==> src/rtl/spi_master_ctrl_if.sv <==
// spi_master_ctrl_if: command port and 4-wire SPI pins of spi_master_ctrl
//  cmd_valid/cmd_ready/cmd_word : command handshake (10-bit word)
//  rd_data/rd_valid             : read-data result
//  busy/proto_err               : status
//  SS_n/MOSI/MISO               : SPI link to the slave
//  modport master = controller side, modport slave = command user / link peer side
interface spi_master_ctrl_if;
  logic       cmd_valid;
  logic       cmd_ready;
  logic [9:0] cmd_word;
  logic [7:0] rd_data;
  logic       rd_valid;
  logic       busy;
  logic       proto_err;
  logic       SS_n;
  logic       MOSI;
  logic       MISO;
  modport master (
    input  cmd_valid, cmd_word, MISO,
    output cmd_ready, rd_data, rd_valid, busy, proto_err, SS_n, MOSI
  );
  modport slave (
    output cmd_valid, cmd_word, MISO,
    input  cmd_ready, rd_data, rd_valid, busy, proto_err, SS_n, MOSI
  );
endinterface

==> src/rtl/spi_master_ctrl.sv <==
// spi_master_ctrl: SPI master framing 10-bit command words, capturing 8-bit MISO replies for read-data
//  Ports: clk, rst (async active-high), bus (spi_master_ctrl_if.master: command handshake,
//         rd_data/rd_valid, busy, proto_err, SS_n/MOSI/MISO)
//  Parameters: RD_WAIT (cycles between last payload bit and first MISO bit), IDLE_GAP (SS_n-high END cycles)
//  Option: SPI_MASTER_ORDER_CHK_EN rejects read-data before any read-addr frame with a proto_err pulse
module spi_master_ctrl #(
  parameter int RD_WAIT  = 2,
  parameter int IDLE_GAP = 1
) (
  input logic clk,
  input logic rst,
  spi_master_ctrl_if.master bus
);
  typedef enum logic [2:0] {S_IDLE, S_SHIFT_OUT, S_WAIT, S_SHIFT_IN, S_END, S_ERR} state_t;
  state_t state, nxt;
  logic [4:0] cnt, nxt_cnt, idx;
  logic [9:0] word_q, word_n;
  logic [7:0] shreg;
  logic       ss_d, mosi_d, rd_done;
`ifdef SPI_MASTER_ORDER_CHK_EN
  logic addr_seen;
`endif
  always_comb begin
    nxt     = state;
    nxt_cnt = cnt + 5'd1;
    word_n  = word_q;
    case (state)
      S_IDLE: begin
        nxt_cnt = '0;
        if (bus.cmd_valid) begin
          word_n = bus.cmd_word;
`ifdef SPI_MASTER_ORDER_CHK_EN
          nxt = (bus.cmd_word[9:8] == 2'b11 && !addr_seen) ? S_ERR : S_SHIFT_OUT;
`else
          nxt = S_SHIFT_OUT;
`endif
        end
      end
      S_SHIFT_OUT:
        if (cnt == 5'd11) begin
          nxt_cnt = '0;
          nxt = word_q[9:8] != 2'b11 ? S_END : (RD_WAIT == 0 ? S_SHIFT_IN : S_WAIT);
        end
      S_WAIT:
        if (cnt == 5'(RD_WAIT - 1)) begin
          nxt_cnt = '0;
          nxt = S_SHIFT_IN;
        end
      S_SHIFT_IN:
        if (cnt == 5'd7) begin
          nxt_cnt = '0;
          nxt = S_END;
        end
      S_END:
        if (cnt >= 5'(IDLE_GAP - 1)) begin
          nxt_cnt = '0;
          nxt = S_IDLE;
        end
      default: begin
        nxt_cnt = '0;
        nxt = S_IDLE;
      end
    endcase
    // outputs are registered, so they are derived from the state/count of the coming cycle
    idx     = 5'd11 - nxt_cnt;
    mosi_d  = nxt == S_SHIFT_OUT ? (nxt_cnt < 5'd3 ? word_n[9] : word_n[idx[3:0]]) : 1'b0;
    ss_d    = !(nxt == S_SHIFT_OUT || nxt == S_WAIT || nxt == S_SHIFT_IN);
    rd_done = state == S_SHIFT_IN && nxt == S_END;
  end
  always_ff @(posedge clk or posedge rst)
    if (rst) begin
      state        <= S_IDLE;
      cnt          <= '0;
      word_q       <= '0;
      shreg        <= '0;
      bus.SS_n     <= 1'b1;
      bus.MOSI     <= 1'b0;
      bus.rd_data  <= '0;
      bus.rd_valid <= 1'b0;
    end else begin
      state        <= nxt;
      cnt          <= nxt_cnt;
      word_q       <= word_n;
      shreg        <= state == S_SHIFT_IN ? {shreg[6:0], bus.MISO} : shreg;
      bus.SS_n     <= ss_d;
      bus.MOSI     <= mosi_d;
      bus.rd_data  <= rd_done ? {shreg[6:0], bus.MISO} : bus.rd_data;
      bus.rd_valid <= rd_done;
    end
`ifdef SPI_MASTER_ORDER_CHK_EN
  always_ff @(posedge clk or posedge rst)
    if (rst) begin
      addr_seen     <= 1'b0;
      bus.proto_err <= 1'b0;
    end else begin
      addr_seen     <= addr_seen | (state == S_SHIFT_OUT && nxt == S_END && word_q[9:8] == 2'b10);
      bus.proto_err <= nxt == S_ERR;
    end
`else
  assign bus.proto_err = 1'b0;
`endif
  assign bus.cmd_ready = state == S_IDLE;
  assign bus.busy      = state != S_IDLE;
endmodule

==> src/flat_wrapper.sv <==
// flat-port wrapper written by rule: the top's interface ports become plain ports
module spi_master_ctrl_flat 
#(
  parameter int RD_WAIT  = 2,
  parameter int IDLE_GAP = 1
)
  (clk, rst, bus_cmd_valid, bus_cmd_word, bus_MISO, bus_cmd_ready, bus_rd_data, bus_rd_valid, bus_busy, bus_proto_err, bus_SS_n, bus_MOSI);
  spi_master_ctrl_if bus_i ();
  input logic clk;
  input logic rst;
  input wire logic [$bits(bus_i.cmd_valid)-1:0] bus_cmd_valid;
  input wire logic [$bits(bus_i.cmd_word)-1:0] bus_cmd_word;
  input wire logic [$bits(bus_i.MISO)-1:0] bus_MISO;
  output wire logic [$bits(bus_i.cmd_ready)-1:0] bus_cmd_ready;
  output wire logic [$bits(bus_i.rd_data)-1:0] bus_rd_data;
  output wire logic [$bits(bus_i.rd_valid)-1:0] bus_rd_valid;
  output wire logic [$bits(bus_i.busy)-1:0] bus_busy;
  output wire logic [$bits(bus_i.proto_err)-1:0] bus_proto_err;
  output wire logic [$bits(bus_i.SS_n)-1:0] bus_SS_n;
  output wire logic [$bits(bus_i.MOSI)-1:0] bus_MOSI;
  assign bus_i.cmd_valid = bus_cmd_valid;
  assign bus_i.cmd_word = bus_cmd_word;
  assign bus_i.MISO = bus_MISO;
  assign bus_cmd_ready = bus_i.cmd_ready;
  assign bus_rd_data = bus_i.rd_data;
  assign bus_rd_valid = bus_i.rd_valid;
  assign bus_busy = bus_i.busy;
  assign bus_proto_err = bus_i.proto_err;
  assign bus_SS_n = bus_i.SS_n;
  assign bus_MOSI = bus_i.MOSI;
  spi_master_ctrl #(.RD_WAIT(RD_WAIT), .IDLE_GAP(IDLE_GAP)) u_core (.clk(clk), .rst(rst), .bus(bus_i));
endmodule
==> config.mk <==
export PLATFORM = sky130hd
export DESIGN_NAME = spi_master_ctrl_flat
export DESIGN_NICKNAME = d
export VERILOG_FILES = /design/src/rtl/spi_master_ctrl_if.sv /design/src/rtl/spi_master_ctrl.sv /design/src/flat_wrapper.sv
export SDC_FILE = /design/constraint.sdc
export NUM_CORES = 1
export LEC_CHECK = 0
export CORE_MARGIN = 4
export CORE_UTILIZATION = 52
export DETAILED_ROUTE_END_ITERATION = 8
export HOLD_SLACK_MARGIN = 0.03
export PLACE_DENSITY = 0.78
export SLEW_MARGIN = 5
export SYNTH_ARGS = -nofsm -noshare
export SYNTH_HDL_FRONTEND = slang
export SYNTH_SLANG_ARGS = --single-unit
==> constraint.sdc <==
create_clock -name clk -period 2.9 [get_ports clk]
set_input_delay 0.29 -clock clk [delete_from_list [all_inputs] [get_ports clk]]
set_output_delay 0.29 -clock clk [all_outputs]
set_load 0.02 [all_outputs]
* Word-level counts from Yosys, hierarchy flattened *
Cells that the tools add are included.
W data, S select, Z words.

storage, ports and cells
  flip-flop bits (word level) = 36
  bits of input ports = 14
  output and inout bits = 14
  logic and storage cells = 49

cells by class
  add/subtract/negate cells = 2
  magnitude comparators = 3
  equality and inequality tests = 12
  multiplexer cells = 18
  reductions and logical operators = 6

operator list
  kind                   number
  $mux W10               2
  $mux W5                4
  $pmux W5 S4            1
  $mux W3                6
  $pmux W3 S5            1
  $eq A3 B2 Y1 const B   4
  $eq A3 B1 Y1 const B   2
  $eq A3 B3 Y1 const B   2
  $add A5 B1 Y5 const B  1
  $eq A5 B1 Y1 const B   1
  $eq A5 B3 Y1 const B   1
  $eq A5 B4 Y1 const B   1
  $ge A5 B1 Y1 const B   1
  $lt A4 B5 Y1 const B   1
  $lt A5 B2 Y1 const B   1
  $bmux W1 S4            1
  $sub A4 B4 Y4 const A  1
  $logic_not A3 Y1       1
  $mux W1                3
  $reduce_bool A3 Y1     1
  $logic_or A1 B1 Y1     2
  $ne A2 B2 Y1 const B   1
  $logic_and A1 B1 Y1    1
  $logic_not A1 Y1       1

* Logic depth before layout (Yosys ltp) *
Gate-level depths: netlist of run 1.

  word-level depth = 8
  depth in mapped cells = 10

* Least setup slack after synthesis of run 1 *
OpenSTA, ideal clock, no wires.

  path type = flip-flop to flip-flop
  start = register u_core.state[0]
  end = register u_core.bus.MOSI
  arrival time = 2.014 ns
  required time = 2.779 ns
  path slack = 0.765 ns
  stages on the path, launching flop included = 9
  path buffers = 2
  path through = dfrtp_1 -> buf_4 -> nor4b_2 -> buf_6 -> mux2_4 -> or3_1 -> o211ai_2 -> o211ai_2 -> a32o_2

between the ends
  elaborated cells between the ends (all ways) = 20
  classes of those cells = 1 x add/sub; 1 x order compare; 5 x eq/ne; 12 x mux; 1 x reduce/logical

RTL lines
  what                           RTL line                  RTL
  from (decl)                    spi_master_ctrl.sv:15     state_t state, nxt;
  from (signal assigned)         spi_master_ctrl.sv:81     state <= nxt;
  $logic_not A3 Y1               spi_master_ctrl.sv:27     case (state)
  $mux W10                       spi_master_ctrl.sv:27
  net u_core.word_n[6]           spi_master_ctrl.sv:17     logic [9:0] word_q, word_n;
  $bmux W1 S4                    spi_master_ctrl.sv:66     mosi_d = nxt == S_SHIFT_OUT ? (nxt_cnt < 5'd3 ? word_n[9] : word_n[idx[3:0]]) : 1'b0;
  $mux W1 (not written as such)  spi_master_ctrl.sv:66
  $mux W1 (2 in a row)           spi_master_ctrl.sv:66
  net u_core.mosi_d              spi_master_ctrl.sv:19     logic ss_d, mosi_d, rd_done;
  to (signal assigned)           spi_master_ctrl.sv:86     bus.MOSI <= mosi_d;
  to (decl)                      spi_master_ctrl_if.sv:20  output cmd_ready, rd_data, rd_valid, busy, proto_err, SS_n, MOSI

The timed path passes the listed nets, and every way through them passes these cells. The select of a mux whose other input is x is not followed.
A chain may end at the register's enable or synchronous reset.

* Final worst setup path of run 1 *
  start = register u_core.cnt[0]
  end = register u_core.bus.MOSI

between the ends
  longest elaborated chain between the ends = 8
  elaborated cells between the ends (all ways) = 22
  classes of those cells = 2 x add/sub; 2 x order compare; 4 x eq/ne; 14 x mux

ends and longest elaborated chain
  what                                         RTL line               RTL
  from (decl)                                  spi_master_ctrl.sv:16  logic [4:0] cnt, nxt_cnt, idx;
  from (signal assigned)                       spi_master_ctrl.sv:82  cnt <= nxt_cnt;
  $add A5 B1 Y5, or another cell as far along  spi_master_ctrl.sv:25  nxt_cnt = cnt + 5'd1;
  $mux W5, on equally long branches            n/a
  $pmux W5 S4 (*)                              spi_master_ctrl.sv:27
  $sub A4 B4 Y4 (*)                            spi_master_ctrl.sv:65  idx = 5'd11 - nxt_cnt;
  net u_core.idx[2]                            spi_master_ctrl.sv:16
  $bmux W1 S4 (*)                              spi_master_ctrl.sv:66
  $mux W1 (not written as such) (*)            spi_master_ctrl.sv:66
  $mux W1 (*) (2 in a row)                     spi_master_ctrl.sv:66
  net u_core.mosi_d                            spi_master_ctrl.sv:19

The timed path passes the listed nets; every way through them passes the cells marked *. The select of a mux whose other input is x is not followed.

==> results of run 1 <==
## kinds of logic (layout without fill, tap and decap cells)
group	count (synthesis)	in the layout	share of synthesized area [%]
and+or+nand+nor	66	66	18.8
other	1	1	0.217
AOI/OAI and AO/OA	18	18	7.80
buffers and inverters	17	44	6.14
adders and majority gates	3	3	2.17
muxes	17	17	11.3
DFF	36	36	52.1
xor gates and xnor gates	3	3	1.52
## cells in the mapped netlist, types with 2 or more instances
master / instances / area share (%)
nand3_1: 3 / 0.87
buf_2: 2 / 0.58
xor2_1: 2 / 1.0
nand3b_1: 2 / 0.87
mux2_1: 5 / 3.3
buf_6: 3 / 2.0
nor4_1: 2 / 0.72
nand2_1: 28 / 6.1
buf_4: 4 / 1.7
dfrtp_1: 35 / 51
o21ai_0: 3 / 0.87
nor2_1: 13 / 2.8
o211ai_2: 2 / 1.4
nor3_1: 7 / 2.0
mux2_2: 11 / 7.2
nand4b_1: 2 / 1.0
or3_1: 2 / 0.72
a21oi_1: 4 / 1.2
ha_1: 3 / 2.2
inv_1: 5 / 1.1
## layer usage
layer	up-vias	share of wire [%]	routed length, um	track usage [%]
met5	-	0	0	0
met4	0	2.0	68	8.03
met3	8	3.6	125	5.30
met2	31	50	1710	29.8
met1	593	45	1540	23.9
li1	597	-	-	-
## metrics by stage
stage | instances | utilization, % | setup WS (ns) | area [sq um]
global placement | 224 | 63.6 | 0.507 | 1990
CTS | 232 | 66.7 | 0.571 | 2090
global route | 232 | 66.7 | 0.409 | 2090
finish | 232 | 66.7 | 0.570 | 2090
detailed placement | 224 | 63.6 | 0.466 | 1990
floorplan | 161 | - | 0.765 | 1730
## worst max-delay path by stage
stage / end / slack (ns) / cells past startpoint
2_1_floorplan: u_core.bus.MOSI / 0.76 / 8
3_3_place_gp: u_core.bus.MOSI / 0.51 / 8
3_5_place_dp: u_core.bus.MOSI / 0.47 / 8
4_1_cts: u_core.bus.MOSI / 0.57 / 8
5_1_grt: u_core.bus.MOSI / 0.41 / 7
6_report: u_core.bus.MOSI / 0.57 / 8
## report_power, final
group	switching (uW)	internal (uW)	total, uW	leakage (uW)
clock network	165	229	394	0.0000515
registers	140	669	809	0.000457
logic	413	405	818	0.000447
## registers in the layout (all words and copies together) (netlist names)
signal	count
u_core.word_q	10
u_core.bus.rd_data	8
u_core.shreg	7
u_core.cnt	5
u_core.state	3
u_core.bus.MOSI	1
u_core.bus.SS_n	1
u_core.bus.rd_valid	1
## final cells by class
| cell class | instances | area [sq um] | share of cell area, % |
|---|---|---|---|
| tap | 44 | 55.1 | 2.64 |
| inverter | 7 | 27.5 | 1.32 |
| timing repair buffer | 29 | 283 | 13.6 |
| multi-input combinational | 108 | 723 | 34.7 |
| sequential | 36 | 902 | 43.3 |
| clock buffer | 7 | 65.1 | 3.12 |
| clock inverter | 1 | 30.0 | 1.44 |
==> out/qor.txt, run 1 <==
Static Leak -> 0.000956 uW
CTS tree -> done
crit path from -> u_core.cnt[0]
# hold bufs at CTS -> 0
Max-Cap Viols -> 0
syn avg cell area -> 10.8 sq um
pwr/cell area -> 969 nW/um^2
flop and latch count out of synthesis -> 36
die width -> 65.7 um
Largest stage delay, worst path -> 0.54 ns
RSZ-0062 raised after global routing -> no
Hold Worst Slack -> 0.366 ns
r2r startpoint -> u_core.cnt[0]
status -> complete, no violations
period utilisation layout -> 80.3%
clk_lat worst skew -> 0.35 ns
post-synthesis net count -> 178
commonest non-fill, non-tap cell in the layout -> dfrtp_1
vias in the first global route -> 1276
Post-Syn Area -> 1730 sq um
Tmin final -> 2.33 ns
reg2reg path depth -> 8
vias per cell -> 5.30
CP max-delay cell -> dfrtp_1
antenna violations before repair -> 0
Clock Skews -> 0.0148 ns
H-tree depth -> 2
total track usage -> 18.8%
CP Launch Type -> flop
synthesis warning total -> 0
EDFF count, synth -> 0
largest buffer count on any clock path -> 2
DR pass1 iterations -> 4
Critical Path End Type -> flop
post_cts resized -> 0
Final ANT Viol Nets -> 0
sequential element share of the synthesized area -> 52.1%
CP required -> 3.15 ns
Peak supply drop -> 0.000553 V
die height -> 65.7 um
CP top delay family -> simple AND/OR/NAND/NOR gates
Hold Path Class -> in -> async
first-pass GRT wire length -> 6030 um
Detailed Route Iter0 Violations -> 56
WP buf/inv -> 1
Pins Over Slew Limit -> 0
Routed WL per cell -> 14.9 um
Worst Path Arrival -> 2.58 ns
Final Hold Violating Endpoints -> 0
distinct cell type count after synthesis -> 43
final count of negative-setup-slack endpoints -> 0
flop-to-flop setup slack -> 0.57 ns
Vias -> 1229
die area -> 4320 sq um
cts bufs inserted -> 5
fraction of registers with async set/reset -> 100%
FILL cells -> 258
core area -> 3130 sq um
Port Buffers -> 26
Final Power -> 2020 uW
GPL Wtd Cong -> 0.799
# diodes -> 0
fin nets -> 204
Starting Density -> 55.4%
CTS Sinks -> 36
commonest cells after routing, fill and taps aside -> 35 x dfrtp_1, 28 x nand2_1, 26 x clkdlybuf4s50_1
largest net degree at the start of global routing -> 22
post-route setup TNS -> 0 ns
critical setup path kind -> reg -> reg
DRC viols -> 0
HPWL after DPL -> 2540 um
Area Overhead vs Synth -> 20.4%
CP Max Fanout -> 12
Placement Rows -> 20
CP cell instances -> ha_1 > nor2b_1 > a21boi_1 > or2_1 > or3_4 > clkinv_2 > o211ai_2 > a32o_2
final global-route overflow total -> 0
Routed WL -> 3450 um
post-CTS setup repair buffer count -> 0
measured slew at the worst slew-check pin -> 0.760 ns
RR Endpoint -> u_core.bus.MOSI
CTS Root Cell -> clkbuf_4
layout cells sized above 1 -> 16.5%
Fmax -> 429 MHz
Mapped Cells -> 161
IO Pins -> 28
Top FF cell, synth -> dfrtp_1
max_slew headroom -> 49.3%
clk slew on worst S/H paths -> 0.11 ns
Power figures use the tool's default switching activity.
==> run 2: changes to the inputs <==
Settings changed: CORE_UTILIZATION 52 to 47, PLACE_DENSITY 0.78 to 0.74.
Clock period 2.9 ns to 1.9 ns, I/O delays scaled along.
==> run 2 against run 1 <==
  * The flow now finishes with violations (negative setup slack)
  * Critical path depth shrank 1
  * Die area grew 9.3%
  * Combinational power grew 91%
  * Fmax grew 10%
  * Utilization shrank 1.5 points
  * Global-route usage shrank 0.85 points
  * Clock skew shrank 0.012 ns
  * Sequential power grew 45%
  * Cell count grew 7.3%
  * Sequential cell count is the same
  * First-iteration DRC count grew 7.1%
  * Largest cell class unchanged
==> out/qor.txt, run 2 (synthesis gave the netlist of run 1 again) <==
status -> finished with violations
violated checks -> negative setup slack
commonest non-fill, non-tap cell in the layout -> dfrtp_1
Final Hold Violating Endpoints -> 0 (unchanged)
Port Buffers -> 26 (unchanged)
CP cell instances -> nor4b_4 > buf_4 > mux2_4 > or3_4 > o211ai_2 > o211ai_2 > a32o_2
final count of negative-setup-slack endpoints -> 1 (+1)
CTS Root Cell -> clkbuf_8
most used cell, CP -> o211ai_2
Tmin final -> 2.11 ns (-0.219 ns)
Fmax -> 474 MHz (+10%)
Static Leak -> 0.00103 uW (+8.2%)
r2r startpoint -> u_core.state[1]
Hold Path Class -> in -> async
fin nets -> 219 (+7.4%)
max FFs per register -> 10 (unchanged)
largest net degree at the start of global routing -> 37 (+68%)
Detailed Route Iter0 Violations -> 60 (+7.1%)
reg2reg path depth -> 7 (-1)
FILL cells -> 280 (+8.5%)
IO Pins -> 28 (unchanged)
critical setup path kind -> reg -> reg
DRC viols -> 0 (unchanged)
Area Overhead vs Synth -> 29.6%
utilization after layout -> 65.2% (-1.5 points)
die width -> 68.7 um (+4.6%)
pwr/cell area -> 1470 nW/um^2 (+52%)
clk_lat worst skew -> 0.29 ns (-0.06 ns)
Hold Worst Slack -> 0.302 ns (-0.0644 ns)
Worst Path Arrival -> 2.29 ns (-0.29 ns)
Peak supply drop -> 0.000801 V (+45%)
Starting Density -> 50.3% (-5.1 points)
first-pass GRT wire length -> 6210 um (+3.0%)
RSZ-0062 raised after global routing -> yes
Placement Rows -> 21 (+5.0%)
Routed WL -> 3550 um (+3.0%)
die area -> 4720 sq um (+9.3%)
# diodes -> 0 (unchanged)
CP max-delay cell -> dfrtp_1
CP Launch Type -> flop
Largest stage delay, worst path -> 0.41 ns (-0.13 ns)
die height -> 68.7 um (+4.6%)
GPL Wtd Cong -> 0.810 (+1.4%)
Pins Over Slew Limit -> 0 (unchanged)
Final ANT Viol Nets -> 0 (unchanged)
CP required -> 2.08 ns (-1.07 ns)
clk slew on worst S/H paths -> 0.07 ns (-0.04 ns)
commonest cells after routing, fill and taps aside -> 35 x dfrtp_1, 28 x nand2_1, 24 x clkdlybuf4s50_1
final global-route overflow total -> 0 (unchanged)
Clock Skews -> 0.00322 ns (-0.0116 ns)
setup slack after layout -> -0.211 ns (-0.781 ns)
Routed WL per cell -> 14.3 um (-4.1%)
antenna violations before repair -> 0 (unchanged)
vias per cell -> 5.09 (-3.9%)
RR Endpoint -> u_core.bus.MOSI
largest buffer count on any clock path -> 2 (unchanged)
total track usage -> 17.9% (-0.85 points)
Reg with most FFs -> u_core.word_q
HPWL after DPL -> 2560 um (+0.87%)
cts bufs inserted -> 5 (unchanged)
Vias -> 1268 (+3.2%)
Worst path depth -> 7 (-1)
crit path from -> u_core.state[1]
flop-to-flop setup slack -> -0.21 ns (-0.78 ns)
CTS tree -> done
CTS Sinks -> 36 (unchanged)
Final Power -> 3300 uW (+63%)
vias in the first global route -> 1379 (+8.1%)
H-tree depth -> 2 (unchanged)
period utilisation layout -> 111% (+31 points)
Max-Cap Viols -> 0 (unchanged)
core area -> 3440 sq um (+10%)
top flop regs -> u_core.word_q x10, u_core.bus.rd_data x8, u_core.shreg x7
Critical Path End Type -> flop
CP Max Fanout -> 2 (-10)
CP top delay family -> simple AND/OR/NAND/NOR gates
WP buf/inv -> 1 (unchanged)
layout cells sized above 1 -> 26.1% (+9.6 points)
DR pass1 iterations -> 4 (unchanged)
==> run 2: cell types whose count changed in the layout (fill, tap and decap cells not counted), sizes merged <==
cell	previous run	this run
clkinv	2	1
dlymetal6s2s	0	1
buf	3	18
clkinvlp	0	2
dlygate4sd2	0	1
clkdlybuf4s50	26	24
bufinv	1	0
==> run 2: worst max-delay path by stage <==
stage / end
final: u_core.bus.MOSI
after global routing: u_core.bus.MOSI
after CTS: u_core.bus.MOSI
after detailed placement: u_core.bus.MOSI
after global placement: u_core.bus.MOSI
after floorplan: u_core.bus.MOSI
==> run 2: what timing repair did <==
action,4_1_cts,5_1_grt
hold buffers,0,0
endpoints found under the hold margin,0,0
resized for setup,3,8
setup buffers,1,0
pin swaps,2,6
endpoints found under the setup margin,4,10
==> run 2: final cells by class <==
| cell class | count | area (sq um) | area share [%] |
|---|---|---|---|
| inverter | 7 | 31.3 | 1.39 |
| sequential | 36 | 902 | 40.2 |
| clock buffer | 7 | 86.3 | 3.85 |
| multi-input combinational | 108 | 762 | 34.0 |
| tap | 46 | 57.6 | 2.57 |
| timing repair buffer | 44 | 397 | 17.7 |
| clock inverter | 1 | 7.51 | 0.335 |
==> run 2: tightest hold or removal path, delay by kind of cell <==
family | cells | cell delay (ns)
buffers and inverters | 3 | 0.83
==> run 2: metal layers <==
| metal | GRT usage, % | up-vias | share of wire, % |
|---|---|---|---|
| met3 | 5.35 | 5 | 5.1 |
| met4 | 5.84 | 0 | 1.4 |
| met5 | 0 | - | 0 |
| met1 | 22.7 | 606 | 46 |
| li1 | - | 630 | - |
| met2 | 29.3 | 27 | 47 |
==> run 2: through the flow <==
stage | instance area, sq um | setup TNS [ns] | worst slack, ns | cells
after floorplan | 1750 | -0.195 | -0.195 | 161
after global routing | 2240 | -0.309 | -0.283 | 249
after global placement | 2110 | -0.363 | -0.363 | 240
final | 2240 | -0.211 | -0.211 | 249
after detailed placement | 2110 | -0.452 | -0.452 | 240
after CTS | 2220 | -0.239 | -0.239 | 249
==> run 2: where the power goes <==
| group | internal (uW) | switching [uW] | total, uW | leakage, uW |
|---|---|---|---|---|
| clock network | 294 | 269 | 563 | 0.0000445 |
| logic | 807 | 754 | 1560 | 0.000532 |
| registers | 1020 | 151 | 1170 | 0.000457 |
==> run 3: changes to the inputs <==
Settings changed: SETUP_SLACK_MARGIN from default to 0.05.
==> run 3 against run 2 <==
  * The run still ends with negative setup slack left
  * Die area did not move
  * Largest power group unchanged
  * Clock skew barely moved
  * First-iteration DRC count rose by 62%
  * Worst hold slack improved by 0.0016 ns
  * Count of clock-buffer cells in the layout did not move
  * Fmax fell by 0.91%
  * Combinational power rose by 11%
  * Highest routed layer unchanged
  * Worst setup slack got worse by 0.019 ns
  * Sequential power barely moved
  * Clock power barely moved
  * Sequential share of layout area fell by 1.3 points
==> out/qor.txt, run 3 (synthesis gave the netlist of run 1 again) <==
status -> finished with violations
violated checks -> negative setup slack
most used cell, CP -> o211ai_2
Finished Cell Area -> 2320 sq um (+3.4%)
largest buffer count on any clock path -> 2 (unchanged)
die area -> 4720 sq um (unchanged)
Placement Rows -> 21 (unchanged)
Peak supply drop -> 0.000793 V (-0.90%)
Routed WL per cell -> 14.5 um (+1.5%)
CP required -> 2.08 ns (about the same)
core area -> 3440 sq um (unchanged)
Area after DPL -> 2110 sq um (unchanged)
CTS Sinks -> 36 (unchanged)
Hold Worst Slack -> 0.304 ns (+0.00155 ns)
antenna violations before repair -> 0 (unchanged)
commonest non-fill, non-tap cell in the layout -> dfrtp_1
CTS Root Cell -> clkbuf_8
Detailed Route Iter0 Violations -> 97 (+62%)
CTS tree -> done
vias per cell -> 5.11 (+0.33%)
CP max-delay cell -> dfrtp_1
Static Leak -> 0.00107 uW (+3.9%)
Tmin final -> 2.13 ns (+0.0194 ns)
CP cell instances -> nor4b_4 > buf_4 > mux2_4 > or3_4 > o211ai_2 > o211ai_2 > a32o_2
final count of negative-setup-slack endpoints -> 1 (unchanged)
Reg with most FFs -> u_core.word_q
pwr/cell area -> 1500 nW/um^2 (+1.8%)
Largest stage delay, worst path -> 0.41 ns (about the same)
setup slack after layout -> -0.230 ns (-0.0194 ns)
final global-route overflow total -> 0 (unchanged)
Clock Skews -> 0.00359 ns (+0.000364 ns)
clk_lat worst skew -> 0.29 ns (about the same)
DR pass1 iterations -> 5 (+1)
Final Hold Violating Endpoints -> 0 (unchanged)
CP Launch Type -> flop
vias in the first global route -> 1393 (+1.0%)
Vias -> 1313 (+3.5%)
# hold bufs at CTS -> 0 (unchanged)
Hold Path Class -> in -> async
layout cells sized above 1 -> 29.4% (+3.3 points)
Fmax -> 469 MHz (-0.91%)
first-pass GRT wire length -> 6280 um (+1.1%)
utilization after layout -> 67.4% (+2.2 points)
H-tree depth -> 2 (unchanged)
Worst Path Arrival -> 2.31 ns (+0.02 ns)
HPWL after DPL -> 2560 um (unchanged)
cts bufs inserted -> 5 (unchanged)
top flop regs -> u_core.word_q x10, u_core.bus.rd_data x8, u_core.shreg x7
max FFs per register -> 10 (unchanged)
Starting Density -> 50.3% (unchanged)
die width -> 68.7 um (unchanged)
flop-to-flop setup slack -> -0.23 ns (-0.02 ns)
clk slew on worst S/H paths -> 0.07 ns (about the same)
Routed WL -> 3720 um (+4.8%)
fin nets -> 227 (+3.7%)
period utilisation layout -> 112% (+1.0 points)
pre-CTS setup slack -> -0.452 ns (unchanged)
# diodes -> 0 (unchanged)
FILL cells -> 265 (-5.4%)
r2r startpoint -> u_core.state[1]
reg2reg path depth -> 7 (unchanged)
DRC viols -> 0 (unchanged)
critical setup path kind -> reg -> reg
Pins Over Slew Limit -> 0 (unchanged)
GPL Wtd Cong -> 0.810 (unchanged)
Final ANT Viol Nets -> 0 (unchanged)
RSZ-0062 raised after global routing -> yes
Max-Cap Viols -> 0 (unchanged)
RR Endpoint -> u_core.bus.MOSI
CP Max Fanout -> 2 (unchanged)
commonest cells after routing, fill and taps aside -> 35 x dfrtp_1, 28 x nand2_1, 25 x buf_4
Port Buffers -> 26 (unchanged)
die height -> 68.7 um (unchanged)
largest net degree at the start of global routing -> 37 (unchanged)
Area Overhead vs Synth -> 34.0%
Critical Path End Type -> flop
total track usage -> 18.1% (+0.21 points)
IO Pins -> 28 (unchanged)
==> run 3: cell types whose count changed in the layout (fill, tap and decap cells not counted), sizes merged <==
cell / before / now
dlymetal6s2s: 1 / 0
clkinv: 1 / 0
inv: 5 / 6
dlygate4sd2: 1 / 2
buf: 18 / 26
==> run 3: cell type report <==
cell class              instances  area (sq um)  area share (%)
clock buffers                   7          86.3            3.72
clock inverters                 1          7.51           0.324
inverters                       7          32.5            1.40
multi-input cells             108           777            33.5
flip-flops and latches         36           902            38.9
well taps                      46          57.6            2.48
repair buffers                 52           457            19.7
==> run 3: worst max-delay path by stage <==
stage / start / endpoint / slack, ns
finish: u_core.state[1] / u_core.bus.MOSI / -0.23
global route: u_core.cnt[1] / u_core.bus.MOSI / -0.32
detailed placement: bus_cmd_valid / u_core.bus.MOSI / -0.45
floorplan: u_core.state[1] / u_core.bus.MOSI / -0.20
CTS: u_core.state[2] / u_core.bus.MOSI / -0.24
global placement: bus_cmd_valid / u_core.bus.MOSI / -0.36
==> run 3: power breakdown <==
group	switching, uW	total, uW	internal, uW	leakage (uW)
sequential	155	1180	1020	0.000457
clock	268	563	294	0.0000445
combinational	814	1730	919	0.000572
total	1240	3470	2240	0.00107
==> run 3: worst max-delay path, delay by kind of cell (launching register included) <==
family	cells	cell delay, ns
AND/OR/NAND/NOR	2	0.69
multiplexers	1	0.30
flip-flops	1	0.41
AO/OA/AOI/OAI	3	0.45
buffers and inverters	1	0.18
==> run 3: timing repair <==
action,4_1_cts,5_1_grt
pin swaps,3,7
setup buffers,4,6
gates resized for setup,6,10
setup endpoints to repair,4,13
hold endpoints to repair,0,0
==> run 3: through the flow <==
stage | std cells | total power, uW | TNS, ns
6_report | 257 | 3470 | -0.230
5_1_grt | 257 | 3720 | -0.317
4_1_cts | 252 | 3310 | -0.239
3_5_place_dp | 240 | 2680 | -0.452
3_3_place_gp | 240 | 2610 | -0.363
2_1_floorplan | 161 | 2220 | -0.195
==> run 3: routing by layer <==
| metal | up-vias | track usage [%] | share of wire [%] |
|---|---|---|---|
| met3 | 7 | 5.35 | 5.3 |
| met4 | 0 | 5.84 | 1.6 |
| met1 | 620 | 23.0 | 46 |
| li1 | 648 | - | - |
| met2 | 38 | 29.7 | 47 |
| met5 | - | 0 | 0 |
